--- src/rtl/march_controller.sv ---
// March C- sequencer for the memory BIST: steps an external address generator through
// six march elements, issues reads/writes, and checks read data one cycle later.
module march_controller #(
  parameter int dw = 8
) (
  input  logic          clk,
  input  logic          reset,
  input  logic          start,
  input  logic          ag_carry,
  output logic          ag_reset,
  output logic          ag_preset,
  output logic          ag_en,
  output logic          ag_up_down,
  output logic          mem_cs,
  output logic          mem_we,
  output logic [dw-1:0] mem_wdata,
  input  logic [dw-1:0] mem_rdata,
  output logic          busy,
  output logic          done,
  output logic          fail,
  output logic [2:0]    fail_element,
  output logic          fail_op
);

  typedef enum logic [2:0] {S_IDLE, S_SETUP, S_RUN, S_DRAIN, S_DONE} state_t;

  state_t      r_state, w_state_next;
  logic [2:0]  r_elem, w_elem_next;
  logic        r_op, w_op_next;
  logic        w_start_ok;

  logic        r_ag_reset, r_ag_preset, r_ag_en, r_ag_up_down;
  logic        r_mem_cs, r_mem_we, r_wdata_one, r_busy, r_done;

  logic        r_cmp_valid, r_cmp_exp, r_cmp_op;
  logic [2:0]  r_cmp_elem;
  logic        r_fail, r_fail_op;
  logic [2:0]  r_fail_element;

  // Element table: E3 and E4 walk downwards, E0 and E5 have a single op.
  function automatic logic f_up(input logic [2:0] e);
    return !(e == 3'd3 || e == 3'd4);
  endfunction

  function automatic logic f_last(input logic [2:0] e, input logic op);
    return (e == 3'd0 || e == 3'd5) ? 1'b1 : op;
  endfunction

  function automatic logic f_write(input logic [2:0] e, input logic op);
    return (e == 3'd0) || op;
  endfunction

  function automatic logic f_data(input logic [2:0] e, input logic op);
    return op ? (e == 3'd1 || e == 3'd3) : (e == 3'd2 || e == 3'd4);
  endfunction

  assign w_start_ok = (r_state == S_IDLE || r_state == S_DONE) && start;

  always_comb begin
    w_state_next = r_state;
    w_elem_next  = r_elem;
    w_op_next    = r_op;
    case (r_state)
      S_IDLE, S_DONE: begin
        if (start) begin
          w_state_next = S_SETUP;
          w_elem_next  = 3'd0;
          w_op_next    = 1'b0;
        end
      end
      S_SETUP: begin
        w_state_next = S_RUN;
        w_op_next    = 1'b0;
      end
      S_RUN: begin
        if (f_last(r_elem, r_op)) begin
          w_op_next = 1'b0;
          if (ag_carry) begin
            if (r_elem == 3'd5) begin
              w_state_next = S_DRAIN;
            end else begin
              w_state_next = S_SETUP;
              w_elem_next  = r_elem + 3'd1;
            end
          end
        end else begin
          w_op_next = r_op + 1'b1;
        end
      end
      S_DRAIN: w_state_next = S_DONE;
      default: w_state_next = S_IDLE;
    endcase
  end

  // Outputs are decoded from the next state so they appear registered with it.
  always_ff @(posedge clk) begin
    if (reset) begin
      r_state      <= S_IDLE;
      r_elem       <= 3'd0;
      r_op         <= 1'b0;
      r_ag_reset   <= 1'b0;
      r_ag_preset  <= 1'b0;
      r_ag_en      <= 1'b0;
      r_ag_up_down <= 1'b0;
      r_mem_cs     <= 1'b0;
      r_mem_we     <= 1'b0;
      r_wdata_one  <= 1'b0;
      r_busy       <= 1'b0;
      r_done       <= 1'b0;
    end else begin
      r_state      <= w_state_next;
      r_elem       <= w_elem_next;
      r_op         <= w_op_next;
      r_ag_reset   <= (w_state_next == S_SETUP) && f_up(w_elem_next);
      r_ag_preset  <= (w_state_next == S_SETUP) && !f_up(w_elem_next);
      r_ag_en      <= (w_state_next == S_RUN) && f_last(w_elem_next, w_op_next);
      r_ag_up_down <= (w_state_next == S_SETUP || w_state_next == S_RUN) && f_up(w_elem_next);
      r_mem_cs     <= (w_state_next == S_RUN);
      r_mem_we     <= (w_state_next == S_RUN) && f_write(w_elem_next, w_op_next);
      r_wdata_one  <= (w_state_next == S_RUN) && f_write(w_elem_next, w_op_next)
                      && f_data(w_elem_next, w_op_next);
      r_busy       <= (w_state_next == S_SETUP || w_state_next == S_RUN || w_state_next == S_DRAIN);
      r_done       <= (w_state_next == S_DONE);
    end
  end

  always_ff @(posedge clk) begin
    if (reset) begin
      r_cmp_valid    <= 1'b0;
      r_cmp_exp      <= 1'b0;
      r_cmp_elem     <= 3'd0;
      r_cmp_op       <= 1'b0;
      r_fail         <= 1'b0;
      r_fail_element <= 3'd0;
      r_fail_op      <= 1'b0;
    end else begin
      r_cmp_valid <= (r_state == S_RUN) && !f_write(r_elem, r_op);
      r_cmp_exp   <= f_data(r_elem, r_op);
      r_cmp_elem  <= r_elem;
      r_cmp_op    <= r_op;
      if (w_start_ok) begin
        r_fail         <= 1'b0;
        r_fail_element <= 3'd0;
        r_fail_op      <= 1'b0;
      end else if (r_cmp_valid && (mem_rdata != {dw{r_cmp_exp}})) begin
        r_fail <= 1'b1;
        if (!r_fail) begin
          r_fail_element <= r_cmp_elem;
          r_fail_op      <= r_cmp_op;
        end
      end
    end
  end

  assign ag_reset     = r_ag_reset;
  assign ag_preset    = r_ag_preset;
  assign ag_en        = r_ag_en;
  assign ag_up_down   = r_ag_up_down;
  assign mem_cs       = r_mem_cs;
  assign mem_we       = r_mem_we;
  assign mem_wdata    = {dw{r_wdata_one}};
  assign busy         = r_busy;
  assign done         = r_done;
  assign fail         = r_fail;
  assign fail_element = r_fail_element;
  assign fail_op      = r_fail_op;

endmodule
--- config.mk ---
export PLATFORM = sky130hd
export DESIGN_NAME = march_controller
export DESIGN_NICKNAME = d
export VERILOG_FILES = /design/src/rtl/march_controller.sv
export SDC_FILE = /design/constraint.sdc
export NUM_CORES = 1
export LEC_CHECK = 0
export BUFFER_PORTS_ARGS = -buffer_cell sky130_fd_sc_hd__buf_4
export CELL_PAD_IN_SITES_DETAIL_PLACEMENT = 1
export CELL_PAD_IN_SITES_GLOBAL_PLACEMENT = 2
export CORE_MARGIN = 2
export CORE_UTILIZATION = 29
export CTS_CLUSTER_SIZE = 25
export DETAILED_ROUTE_END_ITERATION = 16
export PLACE_DENSITY = 0.8
export SYNTH_ARGS = -nofsm -noshare
export SYNTH_HDL_FRONTEND = slang
export SYNTH_SLANG_ARGS = --single-unit
--- constraint.sdc ---
create_clock -name clk -period 1.73 [get_ports clk]
set_input_delay 0.346 -clock clk [delete_from_list [all_inputs] [get_ports clk]]
set_output_delay 0.346 -clock clk [all_outputs]
set_load 0.01 [all_outputs]
==> results.cfg, run 1 <==
[global_route]
grt-busiest-layer = met2
antenna_found_initial = 0
grt_max_degree = 19
first_global_vias = 1398
grt-ovfl-total = 0
grt_use_met1_pct = 17.6
grt_use_met3_pct = 2.88
grtUsageMet2_pct = 29.3
gr-usage-all-layers_pct = 15.5
grt_pass1_wl_um = 6500

[timing]
fin_tns_setup_ns = -0.699
drv_slew = 0
tightest_slew_ns = 0.463
holdWs_ns = 0.379
rsz0062_at_grt = true
period_needed_ns = 1.90
finalClockSkew_ns = 0.00939
min_period_over_period_pct = 110
fmax_ghz = 0.526
slew_headroom_pct = 69.1
hold_viol_final = 0
setup_viol = 5
fin_ws_ns = -0.170

[route]
routed_wl_um = 3930
vias_per_cell = 4.83
drt-initial-drc-count = 54
wl_per_cell_um = 14.8
ant_nets = 0
drcViolationCount = 0
first_pass_iters = 4
vias = 1286

[cells_and_area]
fin_util_pct = 42.6
diodes = 0
nets = 217
layout_commonest_cell = buf_4
drive_above_1_share_pct = 47.2
layout_common_cells = buf_4 (58), dfxtp_1 (24), nor2_1 (18)
synthToLayoutAreaGrowth_pct = 42.3
multiInputGateArea_um2 = 856
fill_cells = 545
final-seq-area_um2 = 549
stdcell_count = 266

[die]
io_pins = 33
fp-row-count = 25
die_h_um = 73.8
dieWidth_um = 73.8
initial_utilization_pct = 29.9
core_um2 = 4720
die_area_um2 = 5450

[clock_network]
clock_sinks = 27
cts_hold_buf = 0
clkTransAtPathRegs_ns = 0.09
numCtsBuffers = 3
clk_latency_ns = 0.27
cts_tree = done
cts_root_buffer = clkbuf_8
clockBufferDepth = 2
cts_htree_levels = 1

[power]
pwr_density_cell_nw_per_um2 = 611
ir_worst_vdd_mv = 0.382
power.total_mw = 1.23
p_leak_nw = 0.815

[critical_path]
required_ns = 1.92
cp_max_fo = 6
worstPathArrival_ns = 2.09
cp-end-kind = flop
worstSetupStartpointType = flop
worstSetupPathType = reg2reg

[synthesis]
ys.flop_type = dfxtp_1
synth_edf_count = 0
async_flop_share_pct = 0
syn_inst = 150
ys_seq_area_share_pct = 38.2
syn_area_um2 = 1410
synth_top_area_cell = dfxtp_1
synthTopCellsByArea = dfxtp_1 (38%), buf_4 (5.3%), nor2_1 (5.0%)
syn_area_per_cell_um2 = 9.43
synth_fp_nets = 167
synth.distinct_cells = 49
synth-seq-cells = 27
synth_top_area_share_pct = 38.2
yosysWarnings = 0

[placement]
dp_hpwl_um = 3120
port_buffers = 32
dp.cells = 259
gp_congestion = 0.812

[job]
cap_viol_max_count = 0

[outcome]
violations = setup timing
outcome = finished, violations left

[hold_path]
hold_class = in2reg
[final timing paths]
path	slack, ns	startpoint	endpoint	depth (start not counted)
hold reg to reg	0.48	r_cmp_op$_SDFF_PP0_	fail_op$_SDFFE_PP0P_	2
setup / recovery	-0.17	r_elem[0]$_SDFF_PP0_	ag_up_down$_SDFF_PP0_	7
setup reg to reg	-0.17	r_elem[0]$_SDFF_PP0_	ag_up_down$_SDFF_PP0_	7
hold / removal	0.38	reset	r_elem[0]$_SDFF_PP0_	2
[state kept, by name, summed over array words and instances, names as in the netlist, 3 cells and up]
name / count
fail_element: 3
r_cmp_elem: 3
r_elem: 3
r_state: 3
[per-layer routing]
| metal | vias to the layer above | share of wire [%] |
|---|---|---|
| met5 | - | 0 |
| met4 | 0 | 0.64 |
| met2 | 30 | 54 |
| li1 | 622 | - |
| met3 | 2 | 3.5 |
| met1 | 632 | 42 |
[Yosys cell counts, drive strengths merged (3+ instances only)]
cell type / count
dfxtp: 27
inv: 5
nor2b: 7
mux2i: 4
nand2b: 5
o2111ai: 4
nor3: 5
o211ai: 4
nand3: 3
buf: 12
a21oi: 3
nand2: 9
nor2: 19
ha: 5
nor4b: 3
[through the flow]
stage	instance area, um^2	worst slack [ns]
after floorplan	1460	-0.0459
after global placement	1870	-0.127
after detailed placement	1870	-0.243
after CTS	1970	-0.188
after global routing	2010	-0.287
final	2010	-0.170
[worst max-delay path: stages (launching register included)]
cell and delay (ns):
dfxtp_4 0.38, ha_4 0.16, ha_4 0.21, nor4b_2 0.20, a31oi_1 0.07, a32o_2 0.34
and3_4 0.21, nor4_2 0.25
[final cells by class]
type | instances | share of cell area, %
clock buffers | 4 | 2.24
inverters | 6 | 1.12
multi-input cells | 103 | 42.5
flip-flops and latches | 27 | 27.3
well taps | 67 | 4.17
repair buffers | 59 | 22.6
[cells by family after synthesis]
family | count (synthesis) | share of synthesized area, %
xor gates and xnor gates | 1 | 0.620
muxes | 5 | 3.63
DFF | 27 | 38.2
adders and majority gates | 5 | 4.42
and+or+nand+nor | 61 | 24.3
AOI/OAI and AO/OA | 31 | 20.6
buffers and inverters | 20 | 8.14
[power breakdown]
group          switching (mW)  total (mW)  internal (mW)
combinational           0.108       0.225          0.117
sequential             0.0148       0.650          0.636
clock                   0.189       0.354          0.165
total                   0.311        1.23          0.918
[what timing repair did]
action | 4_1_cts | 5_1_grt
endpoints found under the setup margin | 9 | 8
pin swaps | 10 | 7
buffers inserted | 1 | 2
gates resized for setup | 10 | 4
Power figures use the tool's default switching activity.
==> inputs of run 2 (changes only) <==
--- a/config.mk
+++ b/config.mk
@@ -13,6 +13,7 @@
 export CTS_CLUSTER_SIZE = 25
 export DETAILED_ROUTE_END_ITERATION = 16
 export PLACE_DENSITY = 0.8
+export SKIP_LAST_GASP = 1
 export SYNTH_ARGS = -nofsm -noshare
 export SYNTH_HDL_FRONTEND = slang
 export SYNTH_SLANG_ARGS = --single-unit
==> constraint.sdc (replaced) <==
create_clock -name clk -period 1.6 [get_ports clk]
set_input_delay 0.32 -clock clk [delete_from_list [all_inputs] [get_ports clk]]
set_output_delay 0.32 -clock clk [all_outputs]
set_load 0.01 [all_outputs]
==> results.cfg, run 2 (synthesis gave the netlist of run 1 again) <==
[timing]
tightest_slew_ns = 0.530
holdWs_ns = 0.369
slew_headroom_pct = 64.7
period_needed_ns = 1.90
setup_viol = 12
fin_ws_ns = -0.295
rsz0062_at_grt = true
fmax_ghz = 0.528
min_period_over_period_pct = 118
finalClockSkew_ns = 0.00528
drv_slew = 0
hold_viol_final = 0

[die]
die_area_um2 = 5450
initial_utilization_pct = 29.9
io_pins = 33
fp-row-count = 25
dieWidth_um = 73.8
die_h_um = 73.8
core_um2 = 4720

[clock_network]
clock_sinks = 27
clockBufferDepth = 2
clk_latency_ns = 0.27
clkTransAtPathRegs_ns = 0.09
cts_hold_buf = 0
numCtsBuffers = 3
cts_root_buffer = clkbuf_8
cts_tree = done
cts_htree_levels = 1

[global_route]
grt_pass1_wl_um = 6410
gr-usage-all-layers_pct = 15.4
first_global_vias = 1360
antenna_found_initial = 0
grt_max_degree = 19
grt-ovfl-total = 0

[placement]
gp_congestion = 0.887
dp_hpwl_um = 3080
port_buffers = 32

[cells_and_area]
nets = 223
fin_util_pct = 45.3
drive_above_1_share_pct = 54.1
layout_commonest_cell = buf_4
synthToLayoutAreaGrowth_pct = 51.3
fill_cells = 536
multiInputGateArea_um2 = 953
layout_common_cells = buf_4 (65), dfxtp_1 (24), nor2_1 (17)
final-seq-area_um2 = 547
diodes = 0

[power]
ir_worst_vdd_mv = 0.576
p_leak_nw = 0.861
power.total_mw = 1.35
pwr_density_cell_nw_per_um2 = 630

[outcome]
violations = setup timing
outcome = finished, violations left

[critical_path]
path_buf_inv = 2
cp_top_family = compound AO/OA/AOI/OAI gates
cp-end-kind = flop
required_ns = 1.77
cpPeakStageDelay_ns = 0.38
worstSetupStartpointType = flop
worstPathArrival_ns = 2.07
cp_max_fo = 6
path_cells = inv_2 > ha_4 > o21ba_4 > o211a_4 > o211ai_4 > buf_4 > nor3b_2 > o21a_1
worstSetupPathType = reg2reg
crit_slowest_cell = dfxtp_2

[route]
first_pass_iters = 4
vias = 1319
vias_per_cell = 4.85
drcViolationCount = 0
ant_nets = 0
drt-initial-drc-count = 29
wl_per_cell_um = 15.1
routed_wl_um = 4100

[hold_path]
hold_class = in2reg

[job]
cap_viol_max_count = 0
[run 2: where the power goes]
part	switching [mW]	internal [mW]	total [mW]	leakage, nW
combinational	0.127	0.136	0.263	0.618
sequential	0.0158	0.689	0.705	0.221
clock	0.202	0.178	0.380	0.0228
[run 2: per-stage QoR]
step,setup TNS [ns],instances,setup WS [ns],area (um^2)
after global placement,-1.29,264,-0.222,1910
final,-1.92,272,-0.295,2140
after detailed placement,-1.99,264,-0.322,1910
after floorplan,-0.710,150,-0.176,1460
after CTS,-1.91,269,-0.284,2000
after global routing,-2.97,272,-0.392,2140
[run 2: layer usage]
metal	global-route usage, %	wire length (um)	vias up
met5	0	0	-
met4	3.84	45	0
met3	4.39	160	6
met2	28.1	2200	31
met1	17.5	1690	644
li1	-	-	638
[run 2: repair_timing]
item                                    4_1_cts  5_1_grt
endpoints found under the setup margin       13       14
buffers inserted                              1        3
gates resized for setup                      10       20
pin swaps                                     3       12
[run 2: worst reg2reg max path: cells and delay by family (launching register included)]
family / cells / cell delay [ns]
flops: 1 / 0.38
simple gates: 1 / 0.04
fa+ha+maj: 1 / 0.18
compound gates: 4 / 0.93
buf+inv: 2 / 0.26
[run 2: path summary, 6_finish.rpt]
kind	startpoint	end	slack, ns	cells after the start
setup reg to reg	r_elem[1]$_SDFF_PP0_	mem_we$_SDFF_PP0_	-0.30	8
hold / removal	reset	r_elem[2]$_SDFF_PP0_	0.37	2
setup / recovery	r_elem[1]$_SDFF_PP0_	mem_we$_SDFF_PP0_	-0.30	8
hold reg to reg	r_cmp_op$_SDFF_PP0_	fail_op$_SDFFE_PP0P_	0.48	2
[run 2: area by class of cell]
type	count	area share (%)
multi-input cells	103	44.6
flip-flops and latches	27	25.6
repair buffers	65	22.8
well taps	67	3.92
clock buffers	4	2.11
inverters	6	1.05
==> inputs of run 3 (changes only) <==
--- a/config.mk
+++ b/config.mk
@@ -13,6 +13,7 @@
 export CTS_CLUSTER_SIZE = 25
 export DETAILED_ROUTE_END_ITERATION = 16
 export PLACE_DENSITY = 0.8
+export SKIP_CTS_REPAIR_TIMING = 1
 export SKIP_LAST_GASP = 1
 export SYNTH_ARGS = -nofsm -noshare
 export SYNTH_HDL_FRONTEND = slang
==> results.cfg, run 3 (synthesis gave the netlist of run 1 again) <==
[outcome]
outcome = finished, violations left
violations = setup timing

[timing]
setup_viol = 9
finalClockSkew_ns = 0.00571
fin_tns_setup_ns = -1.73
min_period_over_period_pct = 119
fmax_ghz = 0.527
holdWs_ns = 0.353
slew_headroom_pct = 65.0
drv_slew = 0
rsz0062_at_grt = true
tightest_slew_ns = 0.526
hold_viol_final = 0
fin_ws_ns = -0.298
period_needed_ns = 1.90

[power]
ir_worst_vdd_mv = 0.571
p_leak_nw = 0.848
power.total_mw = 1.33
pwr_density_cell_nw_per_um2 = 641

[cells_and_area]
layout_common_cells = buf_4 (63), dfxtp_1 (24), nor2_1 (17)
multiInputGateArea_um2 = 896
synthToLayoutAreaGrowth_pct = 47.2
stdcell_area_um2 = 2080
fin_util_pct = 44.1
final-seq-area_um2 = 549
layout_commonest_cell = buf_4
nets = 222
stdcell_count = 271
fill_cells = 536
drive_above_1_share_pct = 51.0
diodes = 0

[placement]
dpl_cell_area_um2 = 1910
port_buffers = 32
dp_hpwl_um = 3080
dp.cells = 264
gp_congestion = 0.887
dp_slack_ns = -0.322

[die]
dieWidth_um = 73.8
die_area_um2 = 5450
die_h_um = 73.8
initial_utilization_pct = 29.9
io_pins = 33
fp-row-count = 25
core_um2 = 4720

[critical_path]
cp_max_fo = 6
path_cells = inv_2 > ha_4 > o21ba_4 > o211a_4 > o211ai_4 > buf_4 > nor3b_2 > o21a_1
regToRegEndpoint = mem_we$_SDFF_PP0_
worstSetupStartpointType = flop
cpPeakStageDelay_ns = 0.38
reg2reg_depth = 8
worstPathArrival_ns = 2.07
cp_top_family = compound AO/OA/AOI/OAI gates
path_buf_inv = 2
ff2ff_setup_slack_ns = -0.30
critical_path_depth = 8
crit_end = mem_we$_SDFF_PP0_
worstSetupPathType = reg2reg
cp-end-kind = flop
crit_start = r_elem[1]$_SDFF_PP0_
required_ns = 1.77
crit_slowest_cell = dfxtp_4
worstReg2RegStart = r_elem[1]$_SDFF_PP0_

[clock_network]
numCtsBuffers = 3
clockBufferDepth = 2
clkTransAtPathRegs_ns = 0.09
cts_root_buffer = clkbuf_8
cts_htree_levels = 1
clk_latency_ns = 0.27
cts_tree = done
clock_sinks = 27

[job]
cap_viol_max_count = 0

[route]
first_pass_iters = 4
drt-initial-drc-count = 23
ant_nets = 0
vias_per_cell = 4.76
vias = 1291
wl_per_cell_um = 14.3
routed_wl_um = 3880
drcViolationCount = 0

[global_route]
first_global_vias = 1344
grt_max_degree = 19
grt-ovfl-total = 0
antenna_found_initial = 0
grt_pass1_wl_um = 6200
gr-usage-all-layers_pct = 14.8

[hold_path]
hold_class = in2reg
## run 3: worst min-delay path by stage
stage | from | endpoint | slack [ns] | depth (start not counted)
after floorplan | r_cmp_elem[0]$_SDFF_PP0_ | fail_element[0]$_SDFFE_PP0P_ | 0.44 | 2
after global placement | r_cmp_op$_SDFF_PP0_ | fail_op$_SDFFE_PP0P_ | 0.45 | 2
after detailed placement | r_cmp_op$_SDFF_PP0_ | fail_op$_SDFFE_PP0P_ | 0.47 | 2
after CTS | reset | r_elem[2]$_SDFF_PP0_ | 0.36 | 2
after global routing | reset | r_elem[2]$_SDFF_PP0_ | 0.38 | 2
final | reset | r_elem[2]$_SDFF_PP0_ | 0.35 | 2
## run 3: area by class of cell
cell class,instances,area share (%)
clock buffer,4,2.16
inverter,6,1.08
multi-input combinational,103,43.1
sequential,27,26.4
tap,67,4.03
timing repair buffer,64,23.3
## run 3: power by group
part	internal (mW)	switching (mW)	total, mW	leakage (nW)
logic	0.133	0.118	0.251	0.604
registers	0.687	0.0158	0.703	0.221
clock network	0.178	0.202	0.380	0.0228
## run 3: routing by layer
layer / track usage (%) / share of wire (%) / up-vias
met3: 4.12 / 3.9 / 6
met1: 16.9 / 42 / 623
li1: - / - / 633
met4: 3.64 / 1.5 / 0
met2: 27.1 / 53 / 29
met5: 0 / 0 / -
